==> src/rtl/riscv_bus_pkg.sv <==
// Shared types and constants for the instruction/data memory arbiter.
package riscv_bus_pkg;

  localparam int unsigned AddrW = 30;

  typedef enum logic [1:0] {
    IDLE,
    GNT_I,
    GNT_D
  } bus_state_e;

endpackage

==> src/rtl/riscv_bus_timeout.sv <==
// Wait counter for a granted memory access; flags the last allowed cycle without ack.
module riscv_bus_timeout #(
  parameter int unsigned TIMEOUT = 255
) (
  input  logic clk_i,
  input  logic rst_ni,
  input  logic clr,
  input  logic en,
  output logic expired
);

  localparam int unsigned CntW    = (TIMEOUT > 0) ? $clog2(TIMEOUT + 1) : 1;
  localparam int unsigned LastVal = (TIMEOUT > 0) ? TIMEOUT - 1 : 0;
  localparam logic [CntW-1:0] Last = CntW'(LastVal);

  logic [CntW-1:0] cnt_q, cnt_d;

  always_comb begin
    cnt_d = cnt_q;
    if (clr) begin
      cnt_d = '0;
    end else if (en) begin
      cnt_d = cnt_q + 1'b1;
    end
  end

  always_ff @(posedge clk_i or negedge rst_ni) begin
    if (!rst_ni) begin
      cnt_q <= '0;
    end else begin
      cnt_q <= cnt_d;
    end
  end

  // TIMEOUT of 0 disables expiry entirely.
  assign expired = (TIMEOUT != 0) && en && (cnt_q == Last);

endmodule

==> src/rtl/riscv_mem_arbiter.sv <==
// Arbitrates fetch and data ports onto one registered memory port with
// round-robin on conflict, back-to-back hand-over and an ack timeout.
module riscv_mem_arbiter
  import riscv_bus_pkg::*;
#(
  parameter int unsigned TIMEOUT = 255
) (
  input  logic             clk_i,
  input  logic             rst_ni,
  input  logic             ibus_req_i,
  input  logic [AddrW-1:0] ibus_addr_i,
  output logic             ibus_ack_o,
  output logic             ibus_err_o,
  output logic [31:0]      ibus_rdata_o,
  input  logic             dbus_req_i,
  input  logic             dbus_we_i,
  input  logic [AddrW-1:0] dbus_addr_i,
  input  logic [31:0]      dbus_wdata_i,
  output logic             dbus_ack_o,
  output logic             dbus_err_o,
  output logic [31:0]      dbus_rdata_o,
  output logic             mem_req_o,
  output logic             mem_we_o,
  output logic [AddrW-1:0] mem_addr_o,
  output logic [31:0]      mem_wdata_o,
  input  logic [31:0]      mem_rdata_i,
  input  logic             mem_ack_i
);

  bus_state_e       state_q, state_d;
  logic             last_i_q, last_i_d;
  logic             req_q, req_d;
  logic             we_q, we_d;
  logic [AddrW-1:0] addr_q, addr_d;
  logic [31:0]      wdata_q, wdata_d;

  logic granted, expired, done;
  logic grant_i, grant_d;

  assign granted = (state_q != IDLE);
  assign done    = granted && (mem_ack_i || expired);

  riscv_bus_timeout #(
    .TIMEOUT(TIMEOUT)
  ) u_timeout (
    .clk_i  (clk_i),
    .rst_ni (rst_ni),
    .clr    (!granted || done),
    .en     (granted && !mem_ack_i),
    .expired(expired)
  );

  always_comb begin
    state_d  = state_q;
    last_i_d = last_i_q;
    req_d    = req_q;
    we_d     = we_q;
    addr_d   = addr_q;
    wdata_d  = wdata_q;
    grant_i  = 1'b0;
    grant_d  = 1'b0;

    // On completion only the other requester is considered; the served one is masked.
    case (state_q)
      IDLE: begin
        if (ibus_req_i && dbus_req_i) begin
          grant_d = last_i_q;
          grant_i = !last_i_q;
        end else begin
          grant_d = dbus_req_i;
          grant_i = ibus_req_i;
        end
      end
      GNT_I:   grant_d = done && dbus_req_i;
      GNT_D:   grant_i = done && ibus_req_i;
      default: ;
    endcase

    if (grant_d) begin
      state_d  = GNT_D;
      last_i_d = 1'b0;
      req_d    = 1'b1;
      we_d     = dbus_we_i;
      addr_d   = dbus_addr_i;
      wdata_d  = dbus_wdata_i;
    end else if (grant_i) begin
      state_d  = GNT_I;
      last_i_d = 1'b1;
      req_d    = 1'b1;
      we_d     = 1'b0;
      addr_d   = ibus_addr_i;
      wdata_d  = '0;
    end else if (done) begin
      state_d = IDLE;
      req_d   = 1'b0;
    end
  end

  always_ff @(posedge clk_i or negedge rst_ni) begin
    if (!rst_ni) begin
      state_q  <= IDLE;
      last_i_q <= 1'b1;
      req_q    <= 1'b0;
      we_q     <= 1'b0;
      addr_q   <= '0;
      wdata_q  <= '0;
    end else begin
      state_q  <= state_d;
      last_i_q <= last_i_d;
      req_q    <= req_d;
      we_q     <= we_d;
      addr_q   <= addr_d;
      wdata_q  <= wdata_d;
    end
  end

  assign mem_req_o   = req_q;
  assign mem_we_o    = we_q;
  assign mem_addr_o  = addr_q;
  assign mem_wdata_o = wdata_q;

  assign ibus_ack_o   = (state_q == GNT_I) && mem_ack_i;
  assign dbus_ack_o   = (state_q == GNT_D) && mem_ack_i;
  assign ibus_err_o   = (state_q == GNT_I) && expired;
  assign dbus_err_o   = (state_q == GNT_D) && expired;
  assign ibus_rdata_o = ibus_ack_o ? mem_rdata_i : '0;
  assign dbus_rdata_o = dbus_ack_o ? mem_rdata_i : '0;

endmodule

==> config.mk <==
export PLATFORM = sky130hd
export DESIGN_NAME = riscv_mem_arbiter
export DESIGN_NICKNAME = d
export VERILOG_FILES = /design/src/rtl/riscv_bus_pkg.sv /design/src/rtl/riscv_bus_timeout.sv /design/src/rtl/riscv_mem_arbiter.sv
export SDC_FILE = /design/constraint.sdc
export NUM_CORES = 1
export LEC_CHECK = 0
export ABC_AREA = 0
export ABC_CLOCK_PERIOD_IN_PS = 2550
export BUFFER_PORTS_ARGS = -buffer_cell sky130_fd_sc_hd__buf_2
export CAP_MARGIN = 0
export CELL_PAD_IN_SITES_DETAIL_PLACEMENT = 1
export CELL_PAD_IN_SITES_GLOBAL_PLACEMENT = 2
export CORE_MARGIN = 5
export CORE_UTILIZATION = 24
export CTS_CLUSTER_DIAMETER = 40
export CTS_CLUSTER_SIZE = 25
export DETAILED_ROUTE_END_ITERATION = 16
export PLACE_DENSITY = 0.88
export SETUP_SLACK_MARGIN = 0.15
export SLEW_MARGIN = 20
export SYNTH_ARGS = -nofsm -noshare
export SYNTH_HDL_FRONTEND = slang
export SYNTH_HIERARCHICAL = 1
export SYNTH_SLANG_ARGS = --single-unit
==> constraint.sdc <==
create_clock -name clk_i -period 2.55 [get_ports clk_i]
set_clock_uncertainty 0.15 [all_clocks]
set_input_delay 0.255 -clock clk_i [delete_from_list [all_inputs] [get_ports clk_i]]
set_output_delay 0.255 -clock clk_i [all_outputs]
set_load 0.005 [all_outputs]
* Yosys cells after proc, flatten, opt, wreduce, memory -nomap -nowiden
Index checks and enable logic that the tools add are counted.
Operators by class: add/subtract/negate cells 1, multiply operators 0, div/mod/pow operators 0, order comparisons 0, equality and inequality tests 3, shift operators 0, mux-type cells 22, bitwise gates (word level) 0, reduce and logical (&&, ||, !) cells 20
Operator list (count):
- 32-bit 2-to-1 mux | 4
- 30-bit 2-to-1 mux | 2
- 8-bit 2-to-1 mux | 2
- 1-bit logical AND | 10
- 1-bit 2-to-1 mux | 9
- 8-bit by 1-bit adder with 8-bit output (second input constant) | 1
- 8-bit equality test (second input constant) | 1
- 2-bit 2-to-1 mux | 3
- 2-bit nonzero test | 3
- 1-bit case mux with 2 select lines | 2
- 1-bit zero test | 3
- 3-bit nonzero test | 1
- 2-bit by 1-bit equality test with 1-bit output (second input constant) | 1
- 2-bit equality test (second input constant) | 1
- 2-bit zero test | 1
- 1-bit logical OR | 2
Storage, ports and cells: bits in registers 75, bits in latches 0, RAM bits 0, memory bits (read-only) 0, output and inout bits 132, logic and storage cells 53, memories 0

* Longest topological paths before layout
depth after elaboration 9, depth in mapped cells 12, gate-level depth less buffers 7

* Modules after synthesis
Netlist, hierarchy kept.
By module, submodules not included:
- riscv_mem_arbiter | times used 1, cells an instance 366, area an instance 3839.9 um^2, sequential area each 1677.9 um^2
- riscv_bus_timeout | times used 1, cells an instance 41, area an instance 411.6 um^2, sequential area each 200.2 um^2

* Worst setup path after synthesis
Ideal clock, no wire load.
path type reg-to-reg, from register state_q[0], to register addr_q[10], in the netlist mem_addr_o[10], setup time 135 ps, data arrival time 1912 ps, data required time 2265 ps, setup slack 353 ps, stages on the path, launching flop included 13, period minus slack after synthesis 2197 ps, path through dfrtp_1 > buf_2 > nor2_1 > nor2_1 > buf_4 > nand4_1 > nor2_1 > buf_2 > or3b_1 > clkbuf_1 > buf_2 > nand4_1 > a31oi_2
On the way: word-level cells in the longest chain between the ends 8, elaborated cells between the ends (all ways) 14, those cells by class eq/ne (2); mux (3); reduce/logical (9)
RTL lines:
- from (decl) | RTL line riscv_mem_arbiter.sv:30 | bus_state_e state_q, state_d;
- from (signal assigned) | RTL line riscv_mem_arbiter.sv:108 | state_q <= state_d;
- 2-bit nonzero test * | RTL line riscv_mem_arbiter.sv:40 | assign granted = (state_q != IDLE);
- 1-bit logical AND * | RTL line riscv_mem_arbiter.sv:49 | .en (granted && !mem_ack_i),
- 1-bit logical AND * | RTL line riscv_bus_timeout.sv:36 | assign expired = (TIMEOUT != 0) && en && (cnt_q == Last);
- net expired | RTL line riscv_mem_arbiter.sv:37 | logic granted, expired, done;
- 1-bit logical OR * | RTL line riscv_mem_arbiter.sv:41 | assign done = granted && (mem_ack_i || expired);
- 1-bit logical AND * | RTL line riscv_mem_arbiter.sv:41
- 1-bit logical AND, on equally long branches | RTL line riscv_mem_arbiter.sv:74, riscv_mem_arbiter.sv:75
- 1-bit case mux with 2 select lines | RTL line riscv_mem_arbiter.sv:64 | case (state_q)
- 30-bit 2-to-1 mux / 2-bit nonzero test (equally long branches)
- to (signal assigned) | RTL line riscv_mem_arbiter.sv:112 | addr_q <= addr_d;
- to (decl) | RTL line riscv_mem_arbiter.sv:34 | logic [AddrW-1:0] addr_q, addr_d;
Mark *: on every way through the listed nets, which the timed path passes. The rest lies on a longest branch. A chain may end at the register's enable or synchronous reset.

* Final worst setup path
from register u_timeout.cnt_q[0], to register wdata_q[10], in the netlist mem_wdata_o[10]
On the way: word-level cells in the longest chain between the ends 7, elaborated cells between the ends (all ways) 10, those cells by class eq/ne (1); mux (3); reduce/logical (6)
RTL lines:
- from (decl) | RTL line riscv_bus_timeout.sv:16 | logic [CntW-1:0] cnt_q, cnt_d;
- from (signal assigned) | RTL line riscv_bus_timeout.sv:31 | cnt_q <= cnt_d;
- 8-bit equality test * | RTL line riscv_bus_timeout.sv:36
- 1-bit logical AND * | RTL line riscv_bus_timeout.sv:36
- net expired | RTL line riscv_mem_arbiter.sv:37
- 1-bit logical OR * | RTL line riscv_mem_arbiter.sv:41
- 1-bit logical AND * | RTL line riscv_mem_arbiter.sv:41
- 1-bit logical AND, on equally long branches | RTL line riscv_mem_arbiter.sv:74, riscv_mem_arbiter.sv:75
- 1-bit case mux with 2 select lines | RTL line riscv_mem_arbiter.sv:64
- 32-bit 2-to-1 mux / 2-bit nonzero test (equally long branches)
- to (signal assigned) | RTL line riscv_mem_arbiter.sv:113 | wdata_q <= wdata_d;
- to (decl) | RTL line riscv_mem_arbiter.sv:35 | logic [31:0] wdata_q, wdata_d;
Marked as above.

==> impl_results.md <==
* CP Max Fanout at 34
* Via density per instance at a little over 5
* Y dimension of the die at 143 um
* Worst endpoint required time at about 2.6 ns
* Max Slew Vio Count at 0
* Synthesized flop and latch total at 75
* Post-synth top flop: dfrtp_1
* Share of the clock period used by the worst path after layout at 87.6%
* Full die area at ~0.020 mm2
* Class of the worst hold path: input port to flop
* Maximum root-to-sink buffer count at 2
* Internal Power at ~0.0037 W
* Clock H-tree levels at 3
* Initial antenna violation count at 1
* DR WL met3 at between 1000 and 1500 um
* Initial core utilization at about 24%
* Net load switching power at between 0.002 and 0.0025 W
* Leak pwr at just over 3 nW
* Filler cells at approximately 2,000
* Shortest period the worst path allows at approximately 2.2 ns
* Port bufs at 261
* Number of global-route vias before repair at between 5,000 and 6,000
* Routed Wire Length at 18,600 um
* Routed wl met2 at 9870 um
* Floorplan core area at 0.0174 mm2
* IR Drop Worst-Case VDD at roughly 0.29 mV
* Post-route setup slack at ~0.32 ns
* Number of maximum-capacitance violations at 0
* DPL Wire Length at between 10,000 and 15,000 um
* Logic gate share of total power at 47.4%
* Routability Congestion at just under 0.8
* Worst setup SP type: flop
* WS Path Type: flop to flop
* Share of synthesized flip-flops with an asynchronous set or reset at 100%
* Count of flip-flops with a built-in enable after synthesis at 0
* DR vias at between 4,000 and 5,000
* Arrival time of the worst setup path at roughly 2.3 ns
* Sequential area share after synthesis at about 44%
* DRC violation count after routing at 0
* First-pass iteration count of the detailed router at 6
* Row count at 48
* Post-route design area at 0.00643 mm2
* Root buffer selected by CTS: clkbuf_16
* Post-place setup slack at ~0.14 ns
* Number of top-level pins at ~260
* Clock net sink count at 75
* Core Util, Final at between 30 and 40%
* Synth Instances at roughly 410
* Commonest cells in the netlist: dfrtp_1, and2_1, clkbuf_1
* Power density over the cells at about 950 mW/mm2
* Number of placed cells counting well taps at 860
* Unrepaired setup endpoints after global routing: false
* Drt wl/cell at about 20 um
* Cell type contributing the most total cell area after synthesis: dfrtp_1
* Placement Cell Area at 0.00579 mm2
* Post-Synthesis Mean Instance Area at between 10 and 15 um2
* Clk Latency, worst-skew pair at 0.33 ns
* Maximum number of pins on one net before global-route repair at 76
* Top-area cell type share of the netlist area at 43.6%
* Sum of routed wire segments on met1 at between 6000 and 7000 um
* Peak clock frequency supported by timing at roughly 0.45 GHz
* Part of the total power dissipated in sequential elements at roughly a third
* Number of nets in the layout at 813
* TritonCTS clock tree: built
* Dominant cell by count in the synthesized netlist: dfrtp_1
* Final standard cell count with taps included and fillers excluded at roughly 900
* Relative area change from synthesis to final layout at 51.3%
* Count of antenna-violating nets left after detailed routing at 0
* Switching Fraction at roughly two fifths
* Die extent in x at about 140 um
* Synthesized net count at 539
* Global route total overflow at 0
* Syn. warnings at 6
* Clock share of power at between 20% and 30%
* Layout cells sized above 1 at between 40% and 50%
* TNS Setup at 0 ns
* Mapped Area at ~0.0043 mm2
* Headroom to the max-slew limit at between 50% and 60%
* Final setup violation count at 0
* Wire length of the first global-routing pass at about 28,000 um
* DR top layer: met4
* Transition time at the pin with the least slew margin at around 0.7 ns
* Final hold viol count at 0
* Distinct cell type count of the synthesized netlist at 40
* Endpoint kind of the worst setup timing path: flop
* Num CTS Buffers at 9
* GRT Util Overall at around 18%
* Starting DRC count in detailed routing at 285
* Run status: completed
* Dominant cells by area after synthesis: dfrtp_1, and2_1, a31oi_2
* Clock transition at the register clock pins on the worst setup and hold paths after CTS at approximately 0.060 ns
-- critical path, stage by stage (launching register included) --
cell     delay [ns]
dfrtp_1        0.45
inv_1          0.09
ha_1           0.14
nand4_1        0.10
nor2_2         0.17
buf_4          0.20
o21ai_1        0.07
a21o_1         0.18
buf_4          0.24
a32o_1         0.31
-- sequential cells by signal (all words and copies together) (netlist names) --
signal,count
u_timeout/cnt_q,8
mem_we_o,1
mem_req_o,1
mem_wdata_o,32
last_i_q,1
mem_addr_o,30
state_q,2
-- layout by cell type, fill, tap and decap left out, drive strengths merged, types with 3 or more instances in the layout --
cell type    instances
o21ai                6
nand3                3
or3                  5
o31ai               30
nor2                 9
nor3b                3
nand4               34
clkbuf              10
dlygate4sd3         32
nand2                3
xor2                 3
buf                286
and2                64
nor4                30
dfrtp               74
inv                  3
a32o                33
a21oi                3
a31oi               30
and3b                5
-- logic make-up after synthesis --
family	synth area share (%)
xor+xnor	0.824
buf+inv	6.15
fa+ha+maj	0.588
compound gates	23.4
flops	44.2
simple gates	24.9
-- power by group through the flow --
| stage | logic (W) | registers (W) | clock network, W |
|---|---|---|---|
| detailed placement | 0.00290 | 0.00202 | 0 |
| global placement | 0.00277 | 0.00199 | 0 |
| global route | 0.00318 | 0.00207 | 0.00133 |
| finish | 0.00291 | 0.00200 | 0.00123 |
| CTS | 0.00296 | 0.00201 | 0.00128 |
| floorplan | 0.00159 | 0.00202 | 0 |
-- stage by stage --
step           total power [W]  hold WS (ns)
5_1_grt                0.00657        0.0201
3_3_place_gp           0.00477         0.316
2_1_floorplan          0.00360        -0.191
6_report               0.00614        0.0274
4_1_cts                0.00626        0.0118
3_5_place_dp           0.00492         0.330
-- final timing paths --
check	start	end	slack, ns	cells past startpoint
max reg2reg	u_timeout/cnt_q[0]$_DFFE_PN0P_	mem_wdata_o[10]$_DFFE_PN0P_	0.32	9
max in group asynchronous	rst_ni	mem_addr_o[22]$_DFFE_PN0P_	1.37	2
min reg2reg	mem_wdata_o[13]$_DFFE_PN0P_	mem_wdata_o[13]$_DFFE_PN0P_	0.37	1
min in group asynchronous	rst_ni	mem_wdata_o[2]$_DFFE_PN0P_	0.39	2
min	dbus_wdata_i[10]	mem_wdata_o[10]$_DFFE_PN0P_	0.03	2
max	u_timeout/cnt_q[0]$_DFFE_PN0P_	mem_wdata_o[10]$_DFFE_PN0P_	0.32	9
-- per-layer routing --
metal	up-vias	global-route usage, %
li1	2123	-
met1	2272	19.9
met2	200	32.2
met3	26	3.65
met4	0	6.25
met5	-	0
-- final cells by class --
type,instances,area (um2),share of cell area [%]
Antenna cell,2,5.00,0.0778
Clock buffer,10,239,3.71
Clock inverter,6,48.8,0.758
Inverter,1,3.75,0.0583
Multi-Input combinational cell,276,2140,33.3
Sequential cell,75,1880,29.2
Tap cell,225,282,4.38
Timing Repair Buffer,318,1840,28.5
-- timing repair --
item / CTS / global route
hold endpoints to repair: 104 / 1
pin swaps: 1 / 0
endpoints found under the setup margin: 3 / 61
hold buffers: 31 / 1
gates cloned: 0 / 0
setup buffers: 3 / 0
gates resized for setup: 0 / 2
No activity file was read; power rests on OpenSTA's default activity.
